--- src/rtl/bus_arbiter_if.sv ---
// Bus arbiter interface: bundles the three requester channels, the grant and
// completion signals, and the shared memory bus command/response.
//
// Handshake: a requester holds req[i] with its command fields stable until
// gnt[i] rises; the arbiter latches the command at grant time, so later
// changes are ignored. Completion is the single-cycle ack[i] pulse, with rdata
// valid in that same cycle. On the memory side the arbiter holds bus_read or
// bus_write with a stable address and data until it samples bus_ready high.
interface bus_arbiter_if;
    logic [2:0]  req;
    logic [2:0]  req_we;
    logic [23:0] req_addr;
    logic [23:0] req_wdata;
    logic [2:0]  gnt;
    logic [2:0]  ack;
    logic [7:0]  rdata;
    logic [7:0]  bus_addr;
    logic        bus_read;
    logic        bus_write;
    logic [7:0]  bus_wdata;
    logic [7:0]  bus_rdata;
    logic        bus_ready;
    logic        busy;
    logic        timeout_err;

    // Arbiter side
    modport slave (
        input  req, req_we, req_addr, req_wdata, bus_rdata, bus_ready,
        output gnt, ack, rdata, bus_addr, bus_read, bus_write, bus_wdata,
               busy, timeout_err
    );

    // Requester / memory model side
    modport master (
        output req, req_we, req_addr, req_wdata, bus_rdata, bus_ready,
        input  gnt, ack, rdata, bus_addr, bus_read, bus_write, bus_wdata,
               busy, timeout_err
    );
endinterface

--- src/rtl/bus_arbiter.sv ---
// bus_arbiter: three-requester arbiter for a shared 8-bit memory bus.
// The FSM goes IDLE -> XFER -> DONE. A transaction that waits WAIT_LIMIT
// cycles without bus_ready is aborted, returns 8'hFF and sets the sticky
// timeout_err flag.
// Optional feature macro ARB_ROUND_ROBIN_EN: round-robin arbitration using a
// rotating pointer. When it is undefined, fixed priority is used
// (loader bit0 > data bit1 > fetch bit2).
module bus_arbiter #(
    parameter int WAIT_LIMIT = 15
) (
    input  logic         clk,
    input  logic         rst_n,
    bus_arbiter_if.slave bus,
    output logic [1:0]   dbg_state
);

    typedef enum logic [1:0] {
        IDLE = 2'd0,
        XFER = 2'd1,
        DONE = 2'd2
    } state_t;

    localparam logic [7:0] WAIT_LIMIT_B = 8'(WAIT_LIMIT);

    state_t     state_q, state_d;
    logic [2:0] gnt_q, gnt_d;
    logic [2:0] ack_q, ack_d;
    logic [7:0] rdata_q, rdata_d;
    logic [7:0] bus_addr_q, bus_addr_d;
    logic [7:0] bus_wdata_q, bus_wdata_d;
    logic       bus_read_q, bus_read_d;
    logic       bus_write_q, bus_write_d;
    logic [7:0] wait_q, wait_d;
    logic       terr_q, terr_d;
    logic [1:0] win_idx;
    logic [2:0] win_onehot;

`ifdef ARB_ROUND_ROBIN_EN
    logic [1:0] ptr_q, ptr_d;
    logic [1:0] cand0, cand1, cand2;
    logic [1:0] owner_idx;

    function automatic logic [1:0] next_idx(input logic [1:0] idx);
        return (idx == 2'd2) ? 2'd0 : idx + 2'd1;
    endfunction

    // Round-robin pick: first requesting index at or above the pointer, wrapping
    always_comb begin
        cand0 = ptr_q;
        cand1 = next_idx(ptr_q);
        cand2 = next_idx(cand1);
        win_idx = cand2;
        if (bus.req[cand1]) win_idx = cand1;
        if (bus.req[cand0]) win_idx = cand0;
    end

    // Index of the current owner, recovered from the one-hot grant
    always_comb begin
        owner_idx = 2'd0;
        if (gnt_q[1]) owner_idx = 2'd1;
        if (gnt_q[2]) owner_idx = 2'd2;
    end
`else
    // Fixed priority pick: loader, then data, then fetch
    always_comb begin
        win_idx = 2'd2;
        if (bus.req[1]) win_idx = 2'd1;
        if (bus.req[0]) win_idx = 2'd0;
    end
`endif

    assign win_onehot = 3'b001 << win_idx;

    // Next-state and next-output logic; defaults hold or clear each register
    always_comb begin
        state_d     = state_q;
        gnt_d       = gnt_q;
        ack_d       = 3'b000;
        rdata_d     = rdata_q;
        bus_addr_d  = bus_addr_q;
        bus_wdata_d = bus_wdata_q;
        bus_read_d  = bus_read_q;
        bus_write_d = bus_write_q;
        wait_d      = wait_q;
        terr_d      = terr_q;
`ifdef ARB_ROUND_ROBIN_EN
        ptr_d       = ptr_q;
`endif
        case (state_q)
            IDLE: begin
                // Latch the winner's command; it stays frozen for the whole XFER
                if (|bus.req) begin
                    state_d     = XFER;
                    gnt_d       = win_onehot;
                    bus_addr_d  = bus.req_addr[{win_idx, 3'b000} +: 8];
                    bus_wdata_d = bus.req_wdata[{win_idx, 3'b000} +: 8];
                    bus_read_d  = ~bus.req_we[win_idx];
                    bus_write_d = bus.req_we[win_idx];
                    wait_d      = 8'd0;
                end
            end
            XFER: begin
                if (bus.bus_ready) begin
                    state_d = DONE;
                    rdata_d = bus.bus_rdata;
                    ack_d   = gnt_q;
                end else if (wait_q == WAIT_LIMIT_B) begin
                    state_d = DONE;
                    rdata_d = 8'hFF;
                    terr_d  = 1'b1;
                    ack_d   = gnt_q;
                end else begin
                    wait_d = wait_q + 8'd1;
                end
                // Leaving XFER drops the bus command for the DONE cycle
                if (state_d == DONE) begin
                    bus_addr_d  = 8'd0;
                    bus_wdata_d = 8'd0;
                    bus_read_d  = 1'b0;
                    bus_write_d = 1'b0;
                end
            end
            DONE: begin
                state_d = IDLE;
                gnt_d   = 3'b000;
`ifdef ARB_ROUND_ROBIN_EN
                ptr_d   = next_idx(owner_idx);
`endif
            end
            default: begin
                state_d     = IDLE;
                gnt_d       = 3'b000;
                bus_read_d  = 1'b0;
                bus_write_d = 1'b0;
            end
        endcase
    end

    // State and output registers; async reset drops the bus command at once
    always_ff @(posedge clk or negedge rst_n) begin
        if (!rst_n) begin
            state_q     <= IDLE;
            gnt_q       <= 3'b000;
            ack_q       <= 3'b000;
            rdata_q     <= 8'd0;
            bus_addr_q  <= 8'd0;
            bus_wdata_q <= 8'd0;
            bus_read_q  <= 1'b0;
            bus_write_q <= 1'b0;
            wait_q      <= 8'd0;
            terr_q      <= 1'b0;
        end else begin
            state_q     <= state_d;
            gnt_q       <= gnt_d;
            ack_q       <= ack_d;
            rdata_q     <= rdata_d;
            bus_addr_q  <= bus_addr_d;
            bus_wdata_q <= bus_wdata_d;
            bus_read_q  <= bus_read_d;
            bus_write_q <= bus_write_d;
            wait_q      <= wait_d;
            terr_q      <= terr_d;
        end
    end

`ifdef ARB_ROUND_ROBIN_EN
    // Round-robin pointer register
    always_ff @(posedge clk or negedge rst_n) begin
        if (!rst_n) ptr_q <= 2'd0;
        else        ptr_q <= ptr_d;
    end
`endif

    assign bus.gnt         = gnt_q;
    assign bus.ack         = ack_q;
    assign bus.rdata       = rdata_q;
    assign bus.bus_addr    = bus_addr_q;
    assign bus.bus_wdata   = bus_wdata_q;
    assign bus.bus_read    = bus_read_q;
    assign bus.bus_write   = bus_write_q;
    assign bus.busy        = (state_q == XFER);
    assign bus.timeout_err = terr_q;
    assign dbg_state       = state_q;

endmodule

--- src/flat_wrapper.sv ---
// flat-port wrapper written by rule: the top's interface ports become plain ports
module bus_arbiter_flat 
#(
    parameter int WAIT_LIMIT = 15
)
  (clk, rst_n, dbg_state, bus_req, bus_req_we, bus_req_addr, bus_req_wdata, bus_bus_rdata, bus_bus_ready, bus_gnt, bus_ack, bus_rdata, bus_bus_addr, bus_bus_read, bus_bus_write, bus_bus_wdata, bus_busy, bus_timeout_err);
  bus_arbiter_if bus_i ();
  input  logic clk;
  input  logic rst_n;
  output logic [1:0] dbg_state;
  input wire logic [$bits(bus_i.req)-1:0] bus_req;
  input wire logic [$bits(bus_i.req_we)-1:0] bus_req_we;
  input wire logic [$bits(bus_i.req_addr)-1:0] bus_req_addr;
  input wire logic [$bits(bus_i.req_wdata)-1:0] bus_req_wdata;
  input wire logic [$bits(bus_i.bus_rdata)-1:0] bus_bus_rdata;
  input wire logic [$bits(bus_i.bus_ready)-1:0] bus_bus_ready;
  output wire logic [$bits(bus_i.gnt)-1:0] bus_gnt;
  output wire logic [$bits(bus_i.ack)-1:0] bus_ack;
  output wire logic [$bits(bus_i.rdata)-1:0] bus_rdata;
  output wire logic [$bits(bus_i.bus_addr)-1:0] bus_bus_addr;
  output wire logic [$bits(bus_i.bus_read)-1:0] bus_bus_read;
  output wire logic [$bits(bus_i.bus_write)-1:0] bus_bus_write;
  output wire logic [$bits(bus_i.bus_wdata)-1:0] bus_bus_wdata;
  output wire logic [$bits(bus_i.busy)-1:0] bus_busy;
  output wire logic [$bits(bus_i.timeout_err)-1:0] bus_timeout_err;
  assign bus_i.req = bus_req;
  assign bus_i.req_we = bus_req_we;
  assign bus_i.req_addr = bus_req_addr;
  assign bus_i.req_wdata = bus_req_wdata;
  assign bus_i.bus_rdata = bus_bus_rdata;
  assign bus_i.bus_ready = bus_bus_ready;
  assign bus_gnt = bus_i.gnt;
  assign bus_ack = bus_i.ack;
  assign bus_rdata = bus_i.rdata;
  assign bus_bus_addr = bus_i.bus_addr;
  assign bus_bus_read = bus_i.bus_read;
  assign bus_bus_write = bus_i.bus_write;
  assign bus_bus_wdata = bus_i.bus_wdata;
  assign bus_busy = bus_i.busy;
  assign bus_timeout_err = bus_i.timeout_err;
  bus_arbiter #(.WAIT_LIMIT(WAIT_LIMIT)) u_core (.clk(clk), .rst_n(rst_n), .bus(bus_i), .dbg_state(dbg_state));
endmodule
--- config.mk ---
export PLATFORM = sky130hd
export DESIGN_NAME = bus_arbiter_flat
export DESIGN_NICKNAME = d
export VERILOG_FILES = /design/src/rtl/bus_arbiter_if.sv /design/src/rtl/bus_arbiter.sv /design/src/flat_wrapper.sv
export SDC_FILE = /design/constraint.sdc
export NUM_CORES = 1
export LEC_CHECK = 0
export ABC_AREA = 1
export CAP_MARGIN = 20
export CORE_MARGIN = 2
export CORE_UTILIZATION = 42
export DETAILED_ROUTE_END_ITERATION = 16
export PLACE_DENSITY_LB_ADDON = 0.12
export SYNTH_ARGS = -nofsm -noshare
export SYNTH_HDL_FRONTEND = slang
export SYNTH_SLANG_ARGS = --single-unit
--- constraint.sdc ---
create_clock -name clk -period 1.65 [get_ports clk]
set_input_delay 0.165 -clock clk [delete_from_list [all_inputs] [get_ports clk]]
set_output_delay 0.165 -clock clk [all_outputs]
set_load 0.01 [all_outputs]
* Yosys cells after proc, flatten, opt, wreduce, memory -nomap -nowiden *
Index checks and enable logic that the tools add are counted.

cells by class
  magnitude comparators = 1
  bitwise logic cells = 4
  equality and inequality tests = 8
  add/subtract/negate cells = 1
  muxes and demuxes = 30
  reductions and logical operators = 10
  shift-type cells = 3

operators by type and width
  cell                   number
  $mux W8                8
  $pmux W8 S2            3
  $shiftx A24 B6 Y8      2
  $mux W2                6
  $mux W3                4
  $reduce_and A3 Y1      3
  $add A8 B1 Y8 const B  1
  $eq A8 B4 Y1 const B   1
  $pmux W1 S3            2
  $pmux W3 S2            1
  $eq A2 B2 Y1 const B   2
  $mux W1                4
  $ne A2 B1 Y1 const B   2
  $ne A2 B2 Y1 const B   2
  $not A1 Y1             4
  $pmux W2 S2            1
  $reduce_and A2 Y1      2
  $reduce_and A4 Y1      1
  $reduce_bool A2 Y1     2
  $lt A2 B3 Y1 const B   1
  $reduce_or A3 Y1       1
  $shl A1 B2 Y3 const A  1
  $bmux W1 S2            1
  $eq A2 B1 Y1 const B   1
  $logic_not A2 Y1       1

word-level totals
  output and inout port bits = 36
  register bits after elaboration = 43

* Depth between registers and ports, before layout *
  word-level depth = 7
  gate-level depth with buffers = 10
  depth with buffers taken out = 9

* Worst setup path after synthesis *
OpenSTA, ideal clock, no wires.

  kind = register to register
  start point = reg u_core.wait_q[0]
  end point = reg u_core.bus_addr_q[0], in the netlist u_core.bus.bus_addr[0]
  required time = 1,533 ps
  period minus slack after synthesis = 1,392 ps
  arrival time = 1,275 ps
  stages on the path, launching flop included = 10
  path slack = 258 ps
  buffers on the path = 1
  cells stage by stage = dfrtp_1 -> ha_1 -> nand2_1 -> nor2_2 -> nand3_1 -> nand3_2 -> nand3_2 -> buf_6 -> nand2_1 -> nand2_1

between the ends
  word-level cells in the longest chain between the ends = 7

ends and longest elaborated chain
  item                                RTL line            RTL
  start: declaration                  bus_arbiter.sv:33   logic [7:0] wait_q, wait_d;
  start signal: assignment            bus_arbiter.sv:161  wait_q <= wait_d;
  $eq A8 B4 Y1                        bus_arbiter.sv:107  end else if (wait_q == WAIT_LIMIT_B) begin
  $mux W2                             bus_arbiter.sv:107
  $mux W2                             bus_arbiter.sv:103  if (bus.bus_ready) begin
  $mux W2                             bus_arbiter.sv:89   case (state_q)
  $eq A2 B2 Y1                        bus_arbiter.sv:116  if (state_d == DONE) begin
  $ne A2 B1 Y1 (no source line)       --
  $reduce_and A3 Y1 (no source line)  --
  end signal: assignment              bus_arbiter.sv:157  bus_addr_q <= bus_addr_d;
  end: declaration                    bus_arbiter.sv:29   logic [7:0] bus_addr_q, bus_addr_d;

No other way between the ends. The select of a mux whose other input is x is not followed.
A chain may end at the register's enable or synchronous reset.

* Final worst setup path *
  start point = reg u_core.wait_q[1]
  end point = reg u_core.bus_addr_q[1], in the netlist u_core.bus.bus_addr[1]

Same word-level chain as after synthesis.

==> impl_metrics.env <==
export IMPL_clockBufferDepth=2
export IMPL_routed_top_layer="met4"
export IMPL_io_buffers=100
export IMPL_hold_viol_final=0
export IMPL_placed_area_um2=3340
export IMPL_placementRows=26
export IMPL_synth_cell_types=30
export IMPL_hold_path_class="in2async"
export IMPL_die_area_um2=5920
export IMPL_dieHeight_um=76.9
export IMPL_grt_pass1_vias=2253
export IMPL_fin_util_pct=69.2
export IMPL_num_antenna_cells=0
export IMPL_area_growth_pct=58.1
export IMPL_place_congestion=0.801
export IMPL_slew_violations=0
export IMPL_globalRouteTotalUtil_pct=22.5
export IMPL_syn_inst=285
export IMPL_num_vias=2233
export IMPL_hold_slack_ns=0.357
export IMPL_fin_crit_sh_pct=92.9
export IMPL_fin_skew_ns=0.00575
export IMPL_maxCapViolCount=0
export IMPL_yosysSeqAreaShare_pct=48.2
export IMPL_finalNetCount=463
export IMPL_cts_sinks=43
export IMPL_irDropWorstVdd_uv=993
export IMPL_tightest_slew_ns=0.454
export IMPL_htree_num_levels=2
export IMPL_hpwl_mm=4.88
export IMPL_crit_type="reg2reg"
export IMPL_grt_ovfl_total=0
export IMPL_period_minus_slack_ns=1.53
export IMPL_arrival_ns=1.73
export IMPL_cp_max_fo=14
export IMPL_drive_above_1_share_pct=9.80
export IMPL_routedWlPerCell_um=13.6
export IMPL_max_freq_ghz=0.652
export IMPL_final_area_um2=3530
export IMPL_fp_dieW_um=76.9
export IMPL_ios=101
export IMPL_synth_area_um2=2230
export IMPL_syn_area_per_cell_um2=7.84
export IMPL_drc=0
export IMPL_synth_ff_latch_count=43
export IMPL_yosysWarnings=0
export IMPL_p_leak_nw=1.72
export IMPL_detail_route_vias_per_cell=4.77
export IMPL_met3_wirelength_um=465
export IMPL_cts_buffers=5
export IMPL_clkLatencyLatePin_ns=0.30
export IMPL_floorplan_initialDensity_pct=43.8
export IMPL_antenna_found_initial=0
export IMPL_status="finished clean"
export IMPL_p_total_mw=4.86
export IMPL_grt_max_degree=26
export IMPL_cellPowerDensity_nw_per_um2=1380
export IMPL_wirelength_mm=6.36
export IMPL_required_ns=1.84
export IMPL_clk_pin_slew_ns=0.08
export IMPL_setup_worst_path_start_class="flip-flop"
export IMPL_route_met2_wl_mm=3.18
export IMPL_cts_tree="yes"
export IMPL_slew_headroom_pct=69.8
export IMPL_rsz0062_at_grt="false"
export IMPL_cts_root_buf="clkbuf_8"
export IMPL_grt_pass1_wl_mm=10.6
export IMPL_postRouteAntennaNets=0
export IMPL_drt_first_pass_iters=6
export IMPL_crit_path_end_kind="flip-flop"
export IMPL_finalSetupTns_ns=0
export IMPL_met1_length_mm=2.62
export IMPL_core_um2=5110
export IMPL_finalSetupViolations=0
export IMPL_syn_num_nets=351
export IMPL_drtIter0Drc=93
## logic make-up (layout without fill, tap and decap cells)
kind of cell,count (synthesis),in the layout,synth area share [%]
buf+inv,28,141,6.16
fa+ha+maj,1,1,0.560
xor+xnor,3,3,1.18
flops,43,43,48.2
compound gates,26,26,7.73
simple gates,184,184,36.2
## critical path, stage by stage (launching register included)
cell and delay [ns]:
dfrtp_1 0.39, ha_2 0.21, nand2_1 0.09, nor2_2 0.13, nand3_1 0.10, nand3_2 0.09
nand3_2 0.13, buf_12 0.19, nand2_1 0.05, nand2_1 0.05
## final cells by class
class | count | area, um2
Sequential cell | 43 | 1080
Tap cell | 70 | 87.6
Multi-Input combinational cell | 214 | 1040
Timing Repair Buffer | 113 | 1120
Clock buffer | 6 | 72.6
Clock inverter | 2 | 60.1
Fill cell | 435 | 1580
Inverter | 20 | 75.1
## final timing paths
path	slack (ns)	start	cells after the start	to
worst max-delay path	0.12	u_core.wait_q[1]	9	u_core.bus.bus_addr[1]
worst min-delay path	0.36	rst_n	2	u_core.wait_q[2]
worst max register to register	0.12	u_core.wait_q[1]	9	u_core.bus.bus_addr[1]
worst min register to register	0.48	u_core.bus.bus_wdata[1]	2	u_core.bus.bus_wdata[1]
max in group asynchronous	0.81	rst_n	3	u_core.wait_q[3]
min in group clk	0.44	bus_bus_rdata[3]	3	u_core.bus.rdata[3]
## synth_stat cells (all sizes together)
master  number  area [um2]
a22oi       12        90.1
a21oi        1        5.00
nand4        1        6.26
o22ai        2        12.5
clkbuf       1        3.75
nand2      121         464
o21bai       3        22.5
xor2         3        26.3
nand2b       1        6.26
nor2        41         193
nand3b       2        27.5
o21ai        7        35.0
dfrtp       43        1080
nand3       18         113
buf          7        58.8
a21o         1        7.51
inv         20        75.1
ha           1        12.5
## sequential cells by signal, indices dropped and copies added, names as in the netlist
| register | flops |
|---|---|
| u_core.bus.rdata | 8 |
| u_core.bus.ack | 3 |
| u_core.bus.bus_read | 1 |
| u_core.bus.bus_addr | 8 |
| u_core.wait_q | 8 |
| u_core.bus.gnt | 3 |
| u_core.bus.bus_write | 1 |
| u_core.bus.timeout_err | 1 |
| u_core.dbg_state | 2 |
| u_core.bus.bus_wdata | 8 |
## routing by layer
| metal | up-vias | GRT usage [%] |
|---|---|---|
| met5 | - | 0 |
| met4 | 0 | 7.64 |
| met3 | 7 | 7.29 |
| met2 | 81 | 38.5 |
| met1 | 1021 | 26.7 |
| li1 | 1124 | - |
## per-stage QoR
stage | setup slack (ns) | cells
after detailed placement | -0.100 | 455
final | 0.117 | 468
after global routing | 0.00678 | 468
after CTS | 0.0139 | 465
after global placement | -0.0216 | 455
after floorplan | 0.258 | 285
## report_power, final
part | switching, mW | internal [mW] | total, mW | leakage (nW)
Clock | 0.358 | 0.605 | 0.963 | 0.0654
Combinational | 1.08 | 1.15 | 2.24 | 1.11
Sequential | 0.230 | 1.43 | 1.66 | 0.548
Total | 1.67 | 3.19 | 4.86 | 1.72
## placed cells by master (no fill, tap or decap)
cell type        instances
a22oi_1                 12
nand2_1                118
a21o_1                   1
buf_4                   10
inv_2                    4
clkbuf_1                 1
nor2_1                  35
nand2_4                  3
o21ai_1                  5
nor2_4                   2
o22ai_1                  2
xor2_1                   3
nand2b_1                 1
dlygate4sd3_1            1
inv_1                   16
o21bai_1                 3
a21oi_1                  1
o21ai_0                  2
dfrtp_2                  1
clkbuf_8                 5
clkdlybuf4s50_1         98
nand3_2                  2
dfrtp_1                 42
buf_2                    1
nor2_8                   1
nand3b_1                 1
nand3_4                  1
ha_2                     1
nand4_1                  1
nand3b_4                 1
nand3_1                 15
bufinv_16                2
nor2_2                   3
buf_12                   2
dlymetal6s2s_1           1
## what timing repair did
action,CTS,global route
endpoints found under the setup margin,6,33
hold buffers,1,0
pin swaps,1,0
gates resized for setup,1,5
endpoints found under the hold margin,18,0
buffers inserted,1,3
Power figures use the tool's default switching activity.
